[src/rtl/booth4_seq_ctrl_pkg.sv]
// ---------------------------------------------------------------------------
// booth4_seq_ctrl_pkg
//   Shared definitions for the sequential radix-4 Booth multiplier:
//     - controller state encodings (IDLE / CALC / DONE)
//     - Booth digit codes and the triplet -> digit decode function
// ---------------------------------------------------------------------------
`timescale 1ns/1ps
package booth4_seq_ctrl_pkg;

    typedef enum logic [1:0] {
        ST_IDLE = 2'd0,
        ST_CALC = 2'd1,
        ST_DONE = 2'd2
    } state_t;

    typedef enum logic [2:0] {
        DIG_ZERO = 3'd0,
        DIG_P1   = 3'd1,
        DIG_P2   = 3'd2,
        DIG_M1   = 3'd3,
        DIG_M2   = 3'd4
    } digit_t;

    // Radix-4 Booth recoding of {b[2k+1], b[2k], b[2k-1]}.
    function automatic digit_t booth_digit(input logic [2:0] trip);
        digit_t d;
        case (trip)
            3'b001, 3'b010: d = DIG_P1;
            3'b011:         d = DIG_P2;
            3'b100:         d = DIG_M2;
            3'b101, 3'b110: d = DIG_M1;
            default:        d = DIG_ZERO;
        endcase
        return d;
    endfunction

endpackage

[src/rtl/booth4_seq_ctrl_if.sv]
// ---------------------------------------------------------------------------
// booth4_seq_ctrl_if
//   Operand/product handshake bundle for booth4_seq_ctrl.
//   in_valid/in_ready : operand pair A/B transfer (producer -> multiplier)
//   out_valid/out_ready : product S transfer (multiplier -> consumer)
//   master modport : producer/consumer side (testbench or upstream logic)
//   slave modport  : multiplier side
// ---------------------------------------------------------------------------
`timescale 1ns/1ps
interface booth4_seq_ctrl_if #(
    parameter int TAM = 8
);
    logic                    in_valid;
    logic                    in_ready;
    logic signed [TAM-1:0]   A;
    logic signed [TAM-1:0]   B;
    logic                    out_valid;
    logic                    out_ready;
    logic signed [2*TAM-1:0] S;

    modport master (
        output in_valid, A, B, out_ready,
        input  in_ready, out_valid, S
    );

    modport slave (
        input  in_valid, A, B, out_ready,
        output in_ready, out_valid, S
    );
endinterface

[src/rtl/booth4_seq_ctrl_digit_sel.sv]
// ---------------------------------------------------------------------------
// booth4_digit_sel (combinational)
//   Turns one Booth triplet into the signed partial product 0, +/-A, +/-2A.
//   i_triplet [2:0]     : {b[2k+1], b[2k], b[2k-1]}
//   i_a_ext   [TAM+1:0] : multiplicand sign-extended by two guard bits
//   o_pp      [TAM+1:0] : signed partial product
// The two guard bits let -2*A of the most negative A stay representable.
// ---------------------------------------------------------------------------
`timescale 1ns/1ps
module booth4_digit_sel
    import booth4_seq_ctrl_pkg::*;
#(
    parameter int TAM = 8
) (
    input  logic        [2:0]     i_triplet,
    input  logic signed [TAM+1:0] i_a_ext,
    output logic signed [TAM+1:0] o_pp
);
    always_comb begin
        o_pp = '0;
        case (booth_digit(i_triplet))
            DIG_P1:  o_pp = i_a_ext;
            DIG_P2:  o_pp = i_a_ext <<< 1;
            DIG_M1:  o_pp = -i_a_ext;
            DIG_M2:  o_pp = -(i_a_ext <<< 1);
            default: o_pp = '0;
        endcase
    end
endmodule

[src/rtl/booth4_seq_ctrl.sv]
// ---------------------------------------------------------------------------
// booth4_seq_ctrl
//   Multi-cycle signed radix-4 Booth multiplier. One shared adder retires one
//   Booth digit per clock; a product takes TAM/2 CALC cycles, then waits in
//   DONE until the consumer takes it.
// Ports
//   clk   : system clock, rising edge
//   rst   : synchronous active-high reset
//   bus   : booth4_seq_ctrl_if.slave (in_valid/in_ready/A/B, out_valid/out_ready/S)
//   busy  : high in CALC or DONE
//   err   : sticky self-check mismatch flag
// Configuration
//   BOOTH4_SEQ_CHECK_EN : when defined, a behavioural reference product is
//   captured at accept and compared with S in DONE; any mismatch sets err
//   until rst. When undefined err is tied low and no reference logic exists.
// ---------------------------------------------------------------------------
`timescale 1ns/1ps
module booth4_seq_ctrl
    import booth4_seq_ctrl_pkg::*;
#(
    parameter int TAM = 8
) (
    input  logic              clk,
    input  logic              rst,
    booth4_seq_ctrl_if.slave  bus,
    output logic              busy,
    output logic              err
);
    localparam int NDIG = TAM / 2;
    localparam int CW   = (NDIG > 1) ? $clog2(NDIG) : 1;
    localparam int AW   = 2 * TAM + 2;

    state_t                  r_state;
    state_t                  w_state_nxt;
    logic        [CW-1:0]    r_cnt;
    logic signed [TAM+1:0]   r_a_ext;
    logic        [TAM:0]     r_bq;
    logic signed [AW-1:0]    r_acc;
    logic signed [2*TAM-1:0] r_s;

    logic                    w_accept;
    logic                    w_last;
    logic        [2:0]       w_triplet;
    logic signed [TAM+1:0]   w_pp;
    logic signed [AW-1:0]    w_pp_wide;
    logic signed [AW-1:0]    w_acc_nxt;

    assign w_accept  = bus.in_valid && (r_state == ST_IDLE);
    assign w_last    = (r_cnt == CW'(NDIG - 1));
    // {B,1'b0} makes the k-th triplet start at bit 2k.
    assign w_triplet = r_bq[{r_cnt, 1'b0} +: 3];

    booth4_digit_sel #(
        .TAM (TAM)
    ) u_digit_sel (
        .i_triplet (w_triplet),
        .i_a_ext   (r_a_ext),
        .o_pp      (w_pp)
    );

    assign w_pp_wide = {{TAM{w_pp[TAM+1]}}, w_pp};
    assign w_acc_nxt = r_acc + (w_pp_wide <<< {r_cnt, 1'b0});

    // State register
    always_ff @(posedge clk) begin
        if (rst) begin
            r_state <= ST_IDLE;
        end else begin
            r_state <= w_state_nxt;
        end
    end

    // Next-state logic
    always_comb begin
        w_state_nxt = r_state;
        case (r_state)
            ST_IDLE: if (w_accept)      w_state_nxt = ST_CALC;
            ST_CALC: if (w_last)        w_state_nxt = ST_DONE;
            ST_DONE: if (bus.out_ready) w_state_nxt = ST_IDLE;
            default:                    w_state_nxt = ST_IDLE;
        endcase
    end

    // Operand capture, digit counter and accumulator
    always_ff @(posedge clk) begin
        if (rst) begin
            r_cnt   <= '0;
            r_a_ext <= '0;
            r_bq    <= '0;
            r_acc   <= '0;
            r_s     <= '0;
        end else begin
            case (r_state)
                ST_IDLE: begin
                    if (w_accept) begin
                        r_a_ext <= {{2{bus.A[TAM-1]}}, bus.A};
                        r_bq    <= {bus.B, 1'b0};
                        r_acc   <= '0;
                        r_cnt   <= '0;
                    end
                end
                ST_CALC: begin
                    r_acc <= w_acc_nxt;
                    r_cnt <= r_cnt + CW'(1);
                    if (w_last) begin
                        r_s <= w_acc_nxt[2*TAM-1:0];
                    end
                end
                default: ;
            endcase
        end
    end

    assign bus.in_ready  = (r_state == ST_IDLE);
    assign bus.out_valid = (r_state == ST_DONE);
    assign bus.S         = r_s;
    assign busy          = (r_state == ST_CALC) || (r_state == ST_DONE);

`ifdef BOOTH4_SEQ_CHECK_EN
    logic signed [2*TAM-1:0] r_ref;
    logic signed [2*TAM-1:0] w_a_wide;
    logic signed [2*TAM-1:0] w_b_wide;
    logic                    r_err;

    assign w_a_wide = {{TAM{bus.A[TAM-1]}}, bus.A};
    assign w_b_wide = {{TAM{bus.B[TAM-1]}}, bus.B};

    always_ff @(posedge clk) begin
        if (rst) begin
            r_ref <= '0;
            r_err <= 1'b0;
        end else begin
            if (w_accept) begin
                r_ref <= w_a_wide * w_b_wide;
            end
            if ((r_state == ST_DONE) && (r_s != r_ref)) begin
                r_err <= 1'b1;
            end
        end
    end

    assign err = r_err;
`else
    assign err = 1'b0;
`endif

endmodule

[src/flat_wrapper.sv]
// flat-port wrapper written by rule: the top's interface ports become plain ports
module booth4_seq_ctrl_flat import booth4_seq_ctrl_pkg::*;
#(
    parameter int TAM = 8
)
  (clk, rst, busy, err, bus_in_valid, bus_A, bus_B, bus_out_ready, bus_in_ready, bus_out_valid, bus_S);
  booth4_seq_ctrl_if #(.TAM(TAM)) bus_i ();
  input  logic clk;
  input  logic rst;
  output logic busy;
  output logic err;
  input wire logic [$bits(bus_i.in_valid)-1:0] bus_in_valid;
  input wire logic [$bits(bus_i.A)-1:0] bus_A;
  input wire logic [$bits(bus_i.B)-1:0] bus_B;
  input wire logic [$bits(bus_i.out_ready)-1:0] bus_out_ready;
  output wire logic [$bits(bus_i.in_ready)-1:0] bus_in_ready;
  output wire logic [$bits(bus_i.out_valid)-1:0] bus_out_valid;
  output wire logic [$bits(bus_i.S)-1:0] bus_S;
  assign bus_i.in_valid = bus_in_valid;
  assign bus_i.A = bus_A;
  assign bus_i.B = bus_B;
  assign bus_i.out_ready = bus_out_ready;
  assign bus_in_ready = bus_i.in_ready;
  assign bus_out_valid = bus_i.out_valid;
  assign bus_S = bus_i.S;
  booth4_seq_ctrl #(.TAM(TAM)) u_core (.clk(clk), .rst(rst), .bus(bus_i), .busy(busy), .err(err));
endmodule
[config.mk]
export PLATFORM = sky130hd
export DESIGN_NAME = booth4_seq_ctrl_flat
export DESIGN_NICKNAME = d
export VERILOG_FILES = /design/src/rtl/booth4_seq_ctrl_pkg.sv /design/src/rtl/booth4_seq_ctrl_if.sv /design/src/rtl/booth4_seq_ctrl_digit_sel.sv /design/src/rtl/booth4_seq_ctrl.sv /design/src/flat_wrapper.sv
export SDC_FILE = /design/constraint.sdc
export NUM_CORES = 1
export LEC_CHECK = 0
export CAP_MARGIN = 20
export CELL_PAD_IN_SITES_DETAIL_PLACEMENT = 2
export CELL_PAD_IN_SITES_GLOBAL_PLACEMENT = 2
export CORE_MARGIN = 3
export CORE_UTILIZATION = 30
export CTS_CLUSTER_DIAMETER = 80
export CTS_CLUSTER_SIZE = 40
export DETAILED_ROUTE_END_ITERATION = 7
export GPL_TIMING_DRIVEN = 1
export HOLD_SLACK_MARGIN = 0.08
export PLACE_DENSITY = 0.85
export SYNTH_ARGS = -nofsm -noshare
export SYNTH_HDL_FRONTEND = slang
export SYNTH_SLANG_ARGS = --single-unit
export TNS_END_PERCENT = 1
[constraint.sdc]
create_clock -name clk -period 3.89 [get_ports clk]
set_input_delay 0.778 -clock clk [delete_from_list [all_inputs] [get_ports clk]]
set_output_delay 0.778 -clock clk [all_outputs]
set_load 0.05 [all_outputs]
Word level (Yosys, flattened, before mapping)
Index checks and enable logic that the tools add are counted.

operators by class
  add/sub/neg operators = 4
  shifts and indexed selects = 2
  multiplexer cells = 10
  eq/ne operators = 16
  reduce and logical (&&, ||, !) cells = 10

operator list
  cell                                                                     count
  10-bit one-hot mux with 4 select lines                                   1
  18-bit one-hot mux with 2 select lines                                   1
  18-bit adder                                                             1
  18-bit 2-to-1 mux                                                        1
  10-bit by 3-bit <<< shifter with 18-bit output                           1
  3-bit by 2-bit == test with 1-bit output, second input constant          4
  3-bit == test, second input constant                                     4
  3-bit one-hot mux with 4 select lines                                    1
  8-bit negation with 10-bit output                                        1
  9-bit negation with 10-bit output                                        1
  9-bit by 4-bit indexed part select with 3-bit output                     1
  2-bit 2-to-1 mux                                                         4
  3-bit by 1-bit == test with 1-bit output, second input constant          2
  2-bit one-hot mux with 3 select lines                                    1
  2-bit AND reduction                                                      3
  2-bit == test, second input constant                                     2
  2-bit by 1-bit inequality test with 1-bit output, second input constant  2
  2-bit one-hot mux with 2 select lines                                    1
  2-bit OR reduction                                                       2
  3-bit AND reduction                                                      1
  2-bit by 1-bit adder with 2-bit output, second input constant            1
  2-bit by 1-bit == test with 1-bit output, second input constant          1
  2-bit zero test                                                          1
  2-bit inequality test, second input constant                             1
  3 further kinds                                                          3

word-level totals
  register bits after elaboration = 54
  bits of input ports = 20
  output and inout port bits = 20
  logic and storage cells = 48

Depth between registers and ports, before layout
  depth in word-level cells = 9
  gate-level depth with buffers = 19
  mapped depth without buffers = 17

Cells and area by module
A second synthesis with hierarchy kept.

unflattened totals
  cell total of the unflattened synthesis = 444
  area, all modules = 3530.9 µm²

modules (own cells, without submodules)
  module            instances  cells each  seq. area each (µm²)  area an instance (µm²)
  booth4_seq_ctrl   1          362         1041.0                2966.6
  booth4_digit_sel  1          82          0.0                   564.3

Least setup slack after synthesis
OpenSTA, ideal clock, no wires.

  path type = reg2reg
  from = register u_core.r_cnt[1]
  to = register u_core.r_s[15] (netlist: u_core.bus.S[15])
  stages on the path, launching flop included = 16
  arrival time = 3.808 ns
  path slack = 0.003 ns
  period minus slack after synthesis = 3.887 ns
  setup time = 0.079 ns
  path buffers = 3
  required time = 3.811 ns
  cell sequence = dfxtp_1 -> buf_6 -> mux4_2 -> clkbuf_1 -> or4_1 -> o211ai_1 -> a221o_1 -> ha_1 -> clkbuf_1 -> a21oi_1 -> nor2_1 -> a2111oi_0 -> a21oi_1 -> xor2_2 -> xnor2_1 -> a211oi_2

on the way
  cells in the longest elaborated chain, start to end = 8
  elaborated cells on any way between the ends = 19
  classes of those cells = 1 x add/sub; 11 x eq/ne; 2 x shift; 2 x mux; 3 x reduce/logical

ends and longest elaborated chain
  item                                                  RTL line                         text
  from (decl)                                           booth4_seq_ctrl.sv:35            logic [CW-1:0] r_cnt;
  from (signal assigned)                                booth4_seq_ctrl.sv:104           r_cnt <= r_cnt + CW'(1);
  9-bit by 4-bit indexed part select with 3-bit output  booth4_seq_ctrl.sv:51            assign w_triplet = r_bq[{r_cnt, 1'b0} +: 3];
  3-bit == test, or another cell as far along           booth4_seq_ctrl_pkg.sv:27        case (trip)
  2-bit OR reduction                                    booth4_seq_ctrl_pkg.sv:27
  3-bit one-hot mux with 4 select lines                 booth4_seq_ctrl_pkg.sv:27
  3-bit == test, or another cell as far along           booth4_seq_ctrl_digit_sel.sv:21  case (booth_digit(i_triplet))
  10-bit one-hot mux with 4 select lines                booth4_seq_ctrl_digit_sel.sv:21
  10-bit by 3-bit <<< shifter with 18-bit output        booth4_seq_ctrl.sv:62            assign w_acc_nxt = r_acc + (w_pp_wide <<< {r_cnt, 1'b0});
  18-bit adder                                          booth4_seq_ctrl.sv:62
  to (signal assigned)                                  booth4_seq_ctrl.sv:106           r_s <= w_acc_nxt[2*TAM-1:0];
  to (decl)                                             booth4_seq_ctrl.sv:39            logic signed [2*TAM-1:0] r_s;

Several ways; a longest one is shown, not always the timed one.
A chain may end at the register's enable or synchronous reset.

Worst setup path in the final report
  from = register u_core.r_cnt[1]
  to = register u_core.r_s[11] (netlist: u_core.bus.S[11])

The elaborated chain is that of the path after synthesis.

==> metrics.csv <==
stage;metric;value;unit
yosys;number of synthesized flops with an enable pin;0;
grt;global-route wire length before repair;31700;um
timing;Final WS setup;-0.738;ns
yosys;syn_nets;503;
timing;Max Clock Freq;0.216;GHz
setup_path;Worst EP arrival;4.85;ns
setup_path;crit path launch type;flip-flop;
finish;Area Overhead vs Synth;52.5;%
yosys;Synth area leader;dfxtp_1;
setup_path;R2R Path End;u_core.bus.S[11];
timing;Final min period;4.63;ns
floorplan;io pins;40;
power;VDD IR-drop max;0.498;mV
setup_path;Crit Path Class;flip-flop to flip-flop;
power;Switch Pwr;1450;uW
finish;# fillers;1180;
status;failing checks;negative setup slack;
timing;final setup TNS;-9.57;ns
setup_path;Reg2Reg Depth;16;
clocking;CTS hold repair buffers;0;
yosys;Top FF cell, synth;dfxtp_1;
yosys;warnings from Yosys;0;
setup_path;Worst path top cell family by delay;compound AO/OA/AOI/OAI gates;
floorplan;row cnt;39;
setup_path;R2R Path Start;u_core.r_cnt[1];
placed_design;PortBufs;38;
clocking;Reg clk slew, reported paths;0.08;ns
clocking;Worst-Skew Late Latency;0.31;ns
route;drt total wl;24400;um
timing;period utilisation layout;119;%
grt;pin count of the biggest net entering global routing;50;
yosys;Syn Std Cell Area;0.00355;mm^2
power;internal power;1580;uW
timing;Worst Skew;0.0101;ns
flow_run;maxcap violations;0;
setup_path;Max FO, Critical Path;5;
clocking;CTS tree;done;
floorplan;Die Span Y;115;um
finish;fin util;47.2;%
setup_path;crit path cell chain;mux4_2 > buf_4 > inv_2 > nor2_2 > or2_1 > o211ai_1 > mux2i_2 > buf_4 > mux2i_4 > ha_4 > a21o_1 > o211ai_1 > nand2b_1 > xor2_2 > nand2_2 > a21oi_2;
route;DR WL/cell;33.4;um
grt;via count of the first global-routing pass;4943;
yosys;Syn Area/Cell;7.68;um^2
clocking;total CTS buffers;5;
route;via count;4566;
yosys;asr flop ratio synth;0;%
setup_path;Worst setup EP type;flip-flop;
yosys;Synth cell types;63;
yosys;Synth Register Bits;52;
yosys;top cell type's share of synthesized area;29.3;%
route;initial DRC count;304;
setup_path;CP max stage cell;mux4_2;
route;vias per cell;6.25;
hold_path;hold endpoint;u_core.r_acc[14];
floorplan;starting density of the core;30.9;%
finish;Layout Nets;628;
clocking;H-tree depth;2;
clocking;clock buffer depth;2;
setup_path;CP max stage delay;0.60;ns
timing;Max-slew headroom;28.3;%
timing;final max-slew violation count;0;
route;Antenna Nets Post-Route;0;
power;sw frac;47.9;%
route;DR pass1 iterations;5;
setup_path;R2R Setup Slk;-0.74;ns
finish;Final Instance Area;0.00541;mm^2
yosys;synth top area cells;dfxtp_1 (29%), nand2_1 (7.7%), ha_1 (7.1%);
clocking;Root Buffer;clkbuf_16;
floorplan;core outline area;0.0115;mm^2
setup_path;Buf/Inv on CP;3;
finish;layout cell share with drive strength beyond 1;33.8;%
clocking;CTS sink cnt;52;
grt;grt total ovfl;0;
placed_design;gpl congestion;0.908;
power;P_leak;0.00221;uW
route;# DRC;0;
grt;initial antenna violation count;0;
power;Clock power frac;16.3;%
timing;Final Hold Vio Count;0;
power;Comb pwr share;62.1;%
timing;RSZ-0062 raised after global routing;yes;
placed_design;Placement Cell Area;0.00467;mm^2
floorplan;Die ar.;0.0132;mm^2
yosys;sequential area share after synthesis;29.3;%
power;PD cells;560;mW/mm^2
status;status;finished with violations;
placed_design;HPWL after DPL;11800;um
power;Sequential Power Share;21.6;%
hold_path;WHS Path Cells;2;
timing;Final setup viols;22;
yosys;Post-Syn Instances;462;
floorplan;Die Width;115;um
grt;GR Util All Layers;31.9;%
hold_path;HP Start;u_core.r_acc[14];
finish;diode count;0;
setup_path;CP required;4.11;ns
hold_path;HP Class;flip-flop to flip-flop;
timing;Least-Margin Pin Slew;1.08;ns
[flip-flops by register name, summed over array words and instances (netlist names)]
signal / flops
u_core.bus.S: 16
u_core.r_acc: 16
u_core.r_a_ext: 8
u_core.r_bq: 8
u_core.r_cnt: 2
u_core.r_state: 2
[area by class of cell]
type	count	area (um^2)	area share, %
sequential	52	1050	19.3
tap	143	179	3.31
multi-input combinational	362	2720	50.3
clock inverter	1	7.51	0.139
clock buffer	7	143	2.64
timing repair buffer	149	1250	23.1
inverter	17	63.8	1.18
[power groups by stage]
stage          registers [uW]  clock network, uW  logic (uW)
6_report                  656                495        1880
5_1_grt                   656                505        1940
4_1_cts                   639                477        1540
3_5_place_dp              646                  0        1370
3_3_place_gp              639                  0        1270
2_1_floorplan             628                  0         775
[cell usage in the layout (no fill, tap or decap), types with 3 or more instances in the layout]
master | netlist | layout
buf_4 | 1 | 105
nand2_1 | 73 | 71
dfxtp_1 | 52 | 49
nor2_1 | 43 | 38
clkdlybuf4s50_1 | 0 | 37
a21oi_1 | 44 | 36
inv_1 | 17 | 16
ha_1 | 20 | 15
o21ai_1 | 1 | 12
nand3_1 | 11 | 10
xor2_1 | 13 | 9
xnor2_1 | 8 | 7
mux2i_1 | 11 | 7
a22oi_1 | 9 | 7
o211ai_1 | 6 | 6
nand2b_1 | 6 | 6
nor3_1 | 9 | 6
a211oi_2 | 1 | 6
a21oi_2 | 0 | 6
o21ai_0 | 21 | 5
xor2_2 | 1 | 5
clkbuf_16 | 0 | 5
and3_4 | 0 | 4
o21ai_2 | 0 | 4
and2_1 | 4 | 4
a21o_1 | 4 | 4
nor3b_1 | 6 | 4
or4_1 | 4 | 3
o31ai_1 | 3 | 3
nor2_2 | 0 | 3
a221oi_2 | 0 | 3
a31oi_1 | 3 | 3
a21oi_4 | 1 | 3
nand4_1 | 3 | 3
a211o_1 | 3 | 3
o21a_1 | 3 | 3
a22o_1 | 3 | 3
ha_4 | 0 | 3
buf_6 | 2 | 3
[synthesized netlist by cell type, types with 3 or more instances]
cell      number
nor2_1        43
nand3_1       11
nor3_1         9
ha_1          20
nor3b_1        6
o21ai_0       21
a22oi_1        9
a21oi_1       44
and3_1         4
mux2i_1       11
dfxtp_1       52
o211ai_1       6
nand2b_1       6
a22o_1         3
nor4_1         3
and2_1         4
a211o_1        3
a221oi_1       3
xnor2_1        8
nand2_1       73
a211oi_1       7
clkbuf_1      21
xor2_1        13
a31oi_1        3
inv_1         17
o31ai_1        3
buf_1          5
or4_1          4
nand4_1        3
a21o_1         4
o21a_1         3
[timing repair]
item | in CTS | in global routing
setup buffers | 10 | 12
gates resized for setup | 71 | 36
pin swaps | 37 | 20
hold endpoints to repair | 0 | 0
endpoints found under the setup margin | 22 | 24
[worst register-to-register path: stages, from the launching register on]
cell      delay, ns
dfxtp_4        0.40
mux4_2         0.60
buf_4          0.18
inv_2          0.11
nor2_2         0.10
or2_1          0.32
o211ai_1       0.49
mux2i_2        0.23
buf_4          0.21
mux2i_4        0.16
ha_4           0.25
a21o_1         0.19
o211ai_1       0.35
nand2b_1       0.23
xor2_2         0.38
nand2_2        0.12
a21oi_2        0.21
[worst max-delay path by stage]
stage,from,slack [ns],end,depth (start not counted)
floorplan,u_core.r_cnt[1],0.003,u_core.bus.S[15],15
global placement,u_core.r_cnt[1],-0.09,u_core.bus.S[10],13
detailed placement,u_core.r_cnt[1],-0.49,u_core.bus.S[10],16
CTS,u_core.r_cnt[1],-0.19,u_core.r_acc[13],16
global route,u_core.r_cnt[1],-0.72,u_core.bus.S[13],16
finish,u_core.r_cnt[1],-0.74,u_core.bus.S[11],16
[routing by layer]
layer | wire (um) | up-vias | part of all wire, % | track usage [%]
li1 | - | 1882 | - | -
met1 | 9090 | 2273 | 37 | 36.7
met2 | 11800 | 273 | 48 | 56.0
met3 | 1530 | 138 | 6.3 | 5.42
met4 | 1980 | 0 | 8.1 | 17.8
met5 | 0 | - | 0 | 0
[metrics by stage]
step / setup WS (ns) / hold WS [ns] / instances / total power (uW)
5_1_grt: -0.720 / 0.533 / 731 / 3100
3_3_place_gp: -0.0936 / 0.444 / 702 / 1910
3_5_place_dp: -0.493 / 0.453 / 702 / 2020
6_report: -0.738 / 0.488 / 731 / 3030
4_1_cts: -0.194 / 0.466 / 719 / 2660
2_1_floorplan: 0.00261 / 0.432 / 462 / 1400
[cells by family after synthesis]
kind of cell / after synthesis / share of synthesized area [%]
other cells: 1 / 0.106
flops: 52 / 29.3
fa+ha+maj: 21 / 7.62
simple gates: 177 / 23.3
compound gates: 127 / 23.7
xor+xnor: 22 / 5.64
buf+inv: 48 / 5.68
mux: 14 / 4.69
Power figures use the tool's default switching activity.
